[src/rtl/stack_pkg.sv]
// Shared encodings for the operand-stack sequencer: command ops, FSM states,
// depth-width helper.
package stack_pkg;

  typedef enum logic [1:0] {
    OP_NOP   = 2'b00,
    OP_PUSH  = 2'b01,
    OP_POP   = 2'b10,
    OP_CLEAR = 2'b11
  } op_e;

  typedef enum logic [2:0] {
    INIT,
    IDLE,
    PUSH,
    POP,
    CLR
  } state_e;

  // Bits needed to hold a count of 0..d entries.
  function automatic int depth_w(input int d);
    return (d < 1) ? 1 : $clog2(d + 1);
  endfunction

endpackage

[src/rtl/stack_bitcnt.sv]
// WIDTH-cycle shift counter: start arms it, idx walks 0..WIDTH-1, last flags
// the final shift. Shared by push and pop serialisation.
module stack_bitcnt #(
  parameter int WIDTH = 8,
  localparam int IW = (WIDTH > 1) ? $clog2(WIDTH) : 1
) (
  input  logic          clk,
  input  logic          rst,
  input  logic          start,
  output logic [IW-1:0] idx,
  output logic          last
);

  logic act;

  assign last = act && (idx == IW'(WIDTH - 1));

  always_ff @(posedge clk or negedge rst) begin
    if (!rst) begin
      act <= 1'b0;
      idx <= '0;
    end else if (start) begin
      act <= 1'b1;
      idx <= '0;
    end else if (act) begin
      if (last) act <= 1'b0;
      idx <= idx + IW'(1);
    end
  end

endmodule

[src/rtl/stack_seq.sv]
// Sequencer driving DEPTH bit-serial shift-register lanes as an operand stack.
// Build option STACK_SEQ_STICKY_ERR_EN: err holds until CLEAR instead of pulsing.
module stack_seq
  import stack_pkg::*;
#(
  parameter int WIDTH = 8,
  parameter int DEPTH = 4,
  localparam int DW = depth_w(DEPTH),
  localparam int IW = (WIDTH > 1) ? $clog2(WIDTH) : 1
) (
  input  logic             clk,
  input  logic             rst,
  input  logic             cmd_valid,
  output logic             cmd_ready,
  input  logic [1:0]       cmd_op,
  input  logic [WIDTH-1:0] cmd_data,
  output logic [DEPTH-1:0] sr_en,
  output logic             sr_dir,
  output logic             sr_d,
  output logic [DEPTH-1:0] sr_rst,
  input  logic [DEPTH-1:0] sr_lsb,
  output logic             pop_valid,
  output logic [WIDTH-1:0] pop_data,
  output logic [DW-1:0]    depth,
  output logic             full,
  output logic             empty,
  output logic             err
);

  state_e          state;
  logic [DEPTH-1:0] sel;
  logic [WIDTH-1:0] dsh, asm_w, asm_nxt;
  logic [IW-1:0]    idx;
  logic             last, accept, start, lsb;

  assign full   = (depth == DW'(DEPTH));
  assign empty  = (depth == '0);
  assign accept = cmd_valid && cmd_ready;
  assign start  = accept && (((cmd_op == OP_PUSH) && !full) ||
                             ((cmd_op == OP_POP)  && !empty));
  assign lsb    = |(sr_lsb & sel);

  // Final pop shift lands straight in pop_data without waiting a cycle.
  always_comb begin
    asm_nxt      = asm_w;
    asm_nxt[idx] = lsb;
  end

  stack_bitcnt #(.WIDTH(WIDTH)) u_bitcnt (
    .clk   (clk),
    .rst   (rst),
    .start (start),
    .idx   (idx),
    .last  (last)
  );

  always_ff @(posedge clk or negedge rst) begin
    if (!rst) begin
      state     <= INIT;
      depth     <= '0;
      pop_data  <= '0;
      pop_valid <= 1'b0;
      err       <= 1'b0;
      cmd_ready <= 1'b0;
      sr_en     <= '0;
      sr_dir    <= 1'b0;
      sr_d      <= 1'b0;
      sr_rst    <= '0;
      sel       <= '0;
      dsh       <= '0;
      asm_w     <= '0;
    end else begin
      pop_valid <= 1'b0;
`ifndef STACK_SEQ_STICKY_ERR_EN
      err       <= 1'b0;
`endif
      case (state)
        INIT: begin
          sr_rst <= '1;
          state  <= CLR;
        end
        CLR: begin
          sr_rst    <= '0;
          state     <= IDLE;
          cmd_ready <= 1'b1;
        end
        IDLE: if (accept) begin
          case (op_e'(cmd_op))
            OP_PUSH: if (full) err <= 1'b1;
            else begin
              sel       <= DEPTH'(1) << depth;
              sr_en     <= DEPTH'(1) << depth;
              sr_dir    <= 1'b0;
              sr_d      <= cmd_data[WIDTH-1];
              dsh       <= cmd_data << 1;
              state     <= PUSH;
              cmd_ready <= 1'b0;
            end
            OP_POP: if (empty) err <= 1'b1;
            else begin
              sel       <= DEPTH'(1) << (depth - DW'(1));
              sr_en     <= DEPTH'(1) << (depth - DW'(1));
              sr_dir    <= 1'b1;
              state     <= POP;
              cmd_ready <= 1'b0;
            end
            OP_CLEAR: begin
              sr_rst    <= '1;
              depth     <= '0;
              state     <= CLR;
              cmd_ready <= 1'b0;
`ifdef STACK_SEQ_STICKY_ERR_EN
              err       <= 1'b0;
`endif
            end
            default: ;
          endcase
        end
        PUSH: begin
          sr_d <= dsh[WIDTH-1];
          dsh  <= dsh << 1;
          if (last) begin
            sr_en     <= '0;
            sr_d      <= 1'b0;
            depth     <= depth + DW'(1);
            state     <= IDLE;
            cmd_ready <= 1'b1;
          end
        end
        POP: begin
          asm_w <= asm_nxt;
          if (last) begin
            sr_en     <= '0;
            sr_dir    <= 1'b0;
            pop_data  <= asm_nxt;
            pop_valid <= 1'b1;
            depth     <= depth - DW'(1);
            state     <= IDLE;
            cmd_ready <= 1'b1;
          end
        end
        default: state <= INIT;
      endcase
    end
  end

endmodule
[config.mk]
export PLATFORM = sky130hd
export DESIGN_NAME = stack_seq
export DESIGN_NICKNAME = d
export VERILOG_FILES = /design/src/rtl/stack_pkg.sv /design/src/rtl/stack_bitcnt.sv /design/src/rtl/stack_seq.sv
export SDC_FILE = /design/constraint.sdc
export NUM_CORES = 1
export LEC_CHECK = 0
export BUFFER_PORTS_ARGS = -buffer_cell sky130_fd_sc_hd__buf_2
export CAP_MARGIN = 15
export CORE_ASPECT_RATIO = 0.5
export CORE_MARGIN = 5
export CORE_UTILIZATION = 56
export CTS_CLUSTER_DIAMETER = 30
export DETAILED_ROUTE_END_ITERATION = 6
export HOLD_SLACK_MARGIN = 0.05
export PLACE_DENSITY = 0.79
export SLEW_MARGIN = 20
export SYNTH_ARGS = -nofsm -noshare
export SYNTH_HDL_FRONTEND = slang
export SYNTH_SLANG_ARGS = --single-unit
[constraint.sdc]
create_clock -name clk -period 2.56 [get_ports clk]
set_input_delay 0.256 -clock clk [delete_from_list [all_inputs] [get_ports clk]]
set_output_delay 0.256 -clock clk [all_outputs]
set_load 0.01 [all_outputs]
==> flow_metrics.py <==
metrics = {
    "pwr": {
        "seqPwrFrac": 0.408,
        "internal-power_uw": 1923,
        "peakVddDrop_v": 0.0005171,
        "swShare": 0.4011,
        "clkPwrFrac": 0.176,
        "power_frac_comb": 0.416,
        "p_leak_uw": 0.001399,
        "p_sw_uw": 1288,
        "power.density_cell_area_nw_per_um2": 1097,
    },
    "floorplan": {
        "num_io_pins": 43,
        "coreArea_um2": 4424,
        "die_y_um": 57.92,
        "start_util": 0.5812,
        "die_area_um2": 6129,
        "rows": 17,
        "die_x_um": 105.8,
    },
    "yosys": {
        "synthFlopType": "dfrtp_1",
        "ys_seq_area_frac": 0.4574,
        "avgSynthCellArea_um2": 10.49,
        "synth_cell_types": 41,
        "yosysWarnings": 0,
        "synth_cells": 245,
        "synth-edff-count": 0,
        "synth_nets": 273,
        "netlist_area_um2": 2571,
        "ys_async_sr_fraction": 1.000,
        "ys_ff_latch": 47,
    },
    "global_routing": {
        "grt_use_total": 0.1829,
        "grt_pass1_vias": 1913,
        "grt_overflow": 0,
        "antenna_found_initial": 0,
        "grt_max_degree": 48,
        "grt_pass1_wl_mm": 8.997,
    },
    "clocking": {
        "cts_tree": "yes",
        "numCtsBuffers": 5,
        "ctsResizeCount": 0,
        "path_clk_slew_ps": 90,
        "cts_setup_buffers": 0,
        "htreeDepth": 2,
        "clk_latency_ps": 310,
        "cts.path.max_buffers": 2,
        "cts-root-buf": "clkbuf_8",
        "cts.sinks": 47,
        "cts_hold_buf": 0,
    },
    "worst_setup_path": {
        "crit_type": "flop to flop",
        "crit_path_max_incr_delay_ps": 610,
        "r2r_cells": 4,
        "end_kind": "flop",
        "crit_path_cell_trace": "or3b_4, a2111oi_4, nor2_2, mux2_4",
        "cp_max_fo": 13,
        "worstPathArrival_ps": 2310,
        "critPathSlowestCell": "dfrtp_1",
        "crit_path_start_kind": "flop",
        "cp.required_ps": 2750,
    },
    "routing": {
        "drc": 0,
        "wl_mm": 5.243,
        "wire_per_inst_um": 15.38,
        "num_vias": 1952,
        "viasPerCell": 5.724,
        "drtAntennaViolNets": 0,
        "first_iter_violations": 93,
        "drt_first_pass_iters": 4,
    },
    "timing": {
        "clock.fmax_ghz": 0.4717,
        "min_period_ps": 2120,
        "worst_pin_slew_ps": 615.9,
        "setup_tns_ps": 0,
        "post-route-period-util": 0.8281,
        "rsz0062_at_grt": "false",
        "hold_viol": 0,
        "finalSetupViolCount": 0,
        "slew_violations": 0,
        "max_slew_margin": 0.5864,
        "skew_ps": 12.39,
    },
    "placement": {
        "port_buffers": 42,
        "place.gp.congestion": 0.8515,
        "dp_hpwl_mm": 3.777,
        "place_area_um2": 2800,
    },
    "finish": {
        "stdcell_area_um2": 2928,
        "drive_gt1_frac": 0.2958,
        "final_nets": 311,
        "fillCellCount": 364,
        "diodes": 0,
        "areaGrowthSynthToFinish_pct": 13.87,
    },
    "flow_run": {
        "maxCapViolCount": 0,
    },
    "min_path": {
        "hold_depth": 3,
        "hold_path.class": "input port to flop",
    },
    "run_status": {
        "outcome": "finished, final reports clean",
    },
}
[flip-flops by register name, summed over array words and instances, names as in the netlist]
signal        count
asm_w             8
cmd_ready         1
depth             3
dsh               7
err               1
pop_data          8
pop_valid         1
sel               4
sr_d              1
sr_dir            1
sr_en             4
sr_rst            1
state             3
u_bitcnt.act      1
u_bitcnt.idx      3
[per-stage QoR]
step / hold slack [ps] / instances / util / power (uW) / setup slack [ps]
final: 199.4 / 341 / 0.6618 / 3211 / 440.2
after CTS: 155.5 / 340 / 0.6589 / 3233 / 441.4
after floorplan: -39.59 / 245 / - / 2293 / 709.0
after global routing: 219.0 / 341 / 0.6618 / 3472 / 327.6
after detailed placement: 466.4 / 332 / 0.6329 / 2658 / 474.8
after global placement: 455.9 / 332 / 0.6329 / 2597 / 544.6
[cell families after synthesis]
logic type / Yosys count / synth area share
fa+ha+maj: 11 / 0.05353
buf+inv: 25 / 0.04087
flops: 47 / 0.4574
simple gates: 76 / 0.1470
mux: 40 / 0.1752
xor+xnor: 5 / 0.01703
compound gates: 41 / 0.1090
[worst max-delay path: cells and delay by family, from the launching register on]
kind | cells | cell delay (ps)
flip-flops | 1 | 610
multiplexers | 1 | 330
AO/OA/AOI/OAI | 1 | 450
AND/OR/NAND/NOR | 2 | 630
[metal layers]
layer	up-vias	global-route usage	part of all wire
met3	10	0.05451	0.057
li1	939	-	-
met4	0	0.04797	0.0097
met2	42	0.3034	0.48
met5	-	0	0
met1	961	0.2383	0.45
[final cells by class]
cell class	count	area (um2)	area share
Inverter	12	45.04	0.01538
Clock inverter	3	46.29	0.01581
Clock buffer	5	68.82	0.02350
Multi-Input combinational cell	173	1290	0.4406
Timing Repair Buffer	44	230.2	0.07863
Sequential cell	47	1176	0.4017
Tap cell	57	71.32	0.02436
[power by group through the flow]
stage          logic, uW  clock network [uW]  registers [uW]
6_report            1340                 564            1310
5_1_grt             1500                 609            1360
4_1_cts             1350                 578            1310
3_5_place_dp        1330                   0            1320
3_3_place_gp        1300                   0            1300
2_1_floorplan       1070                   0            1220
[placed cells by master, fill, tap and decap left out, drive strengths merged, types with 4 or more instances in the layout]
cell    synthesis  layout
nor2b           4       4
ha             11      11
o21ai          14      14
a21oi          10      10
nand3           5       5
nor2           21      21
nor4            5       5
dfrtp          47      47
nor3            8       8
mux2i          12      12
mux2           28      28
nand2          22      22
inv            12      13
clkbuf          9       5
buf             4      43
[path summary, 6_finish.rpt]
kind / from / endpoint / slack [ps]
max in group asynchronous: rst / dsh[1]$_DFFE_PN0P_ / 1670
min in group asynchronous: rst / asm_w[3]$_DFFE_PN0P_ / 490
max reg2reg: state[0]$_DFFE_PN0P_ / sr_en[3]$_DFFE_PN0P_ / 440
min: cmd_data[0] / dsh[1]$_DFFE_PN0P_ / 200
max: state[0]$_DFFE_PN0P_ / sr_en[3]$_DFFE_PN0P_ / 440
min reg2reg: pop_data[6]$_DFFE_PN0P_ / pop_data[6]$_DFFE_PN0P_ / 480
[Yosys cell counts, drive strengths merged, types with 3 or more instances]
library cell / count / area share
a41oi: 3 / 0.010
dfrtp: 47 / 0.46
mux2i: 12 / 0.047
mux2: 28 / 0.13
nand3: 5 / 0.0097
nor4: 5 / 0.012
o21ai: 14 / 0.027
inv: 12 / 0.018
nor3: 8 / 0.016
nand2: 22 / 0.032
buf: 4 / 0.010
xnor2: 3 / 0.010
clkbuf: 9 / 0.013
nor2: 21 / 0.033
ha: 11 / 0.054
a21oi: 10 / 0.019
nor2b: 4 / 0.0097
nand2b: 3 / 0.0073
Note: power is estimated with default switching activity, not from simulation.
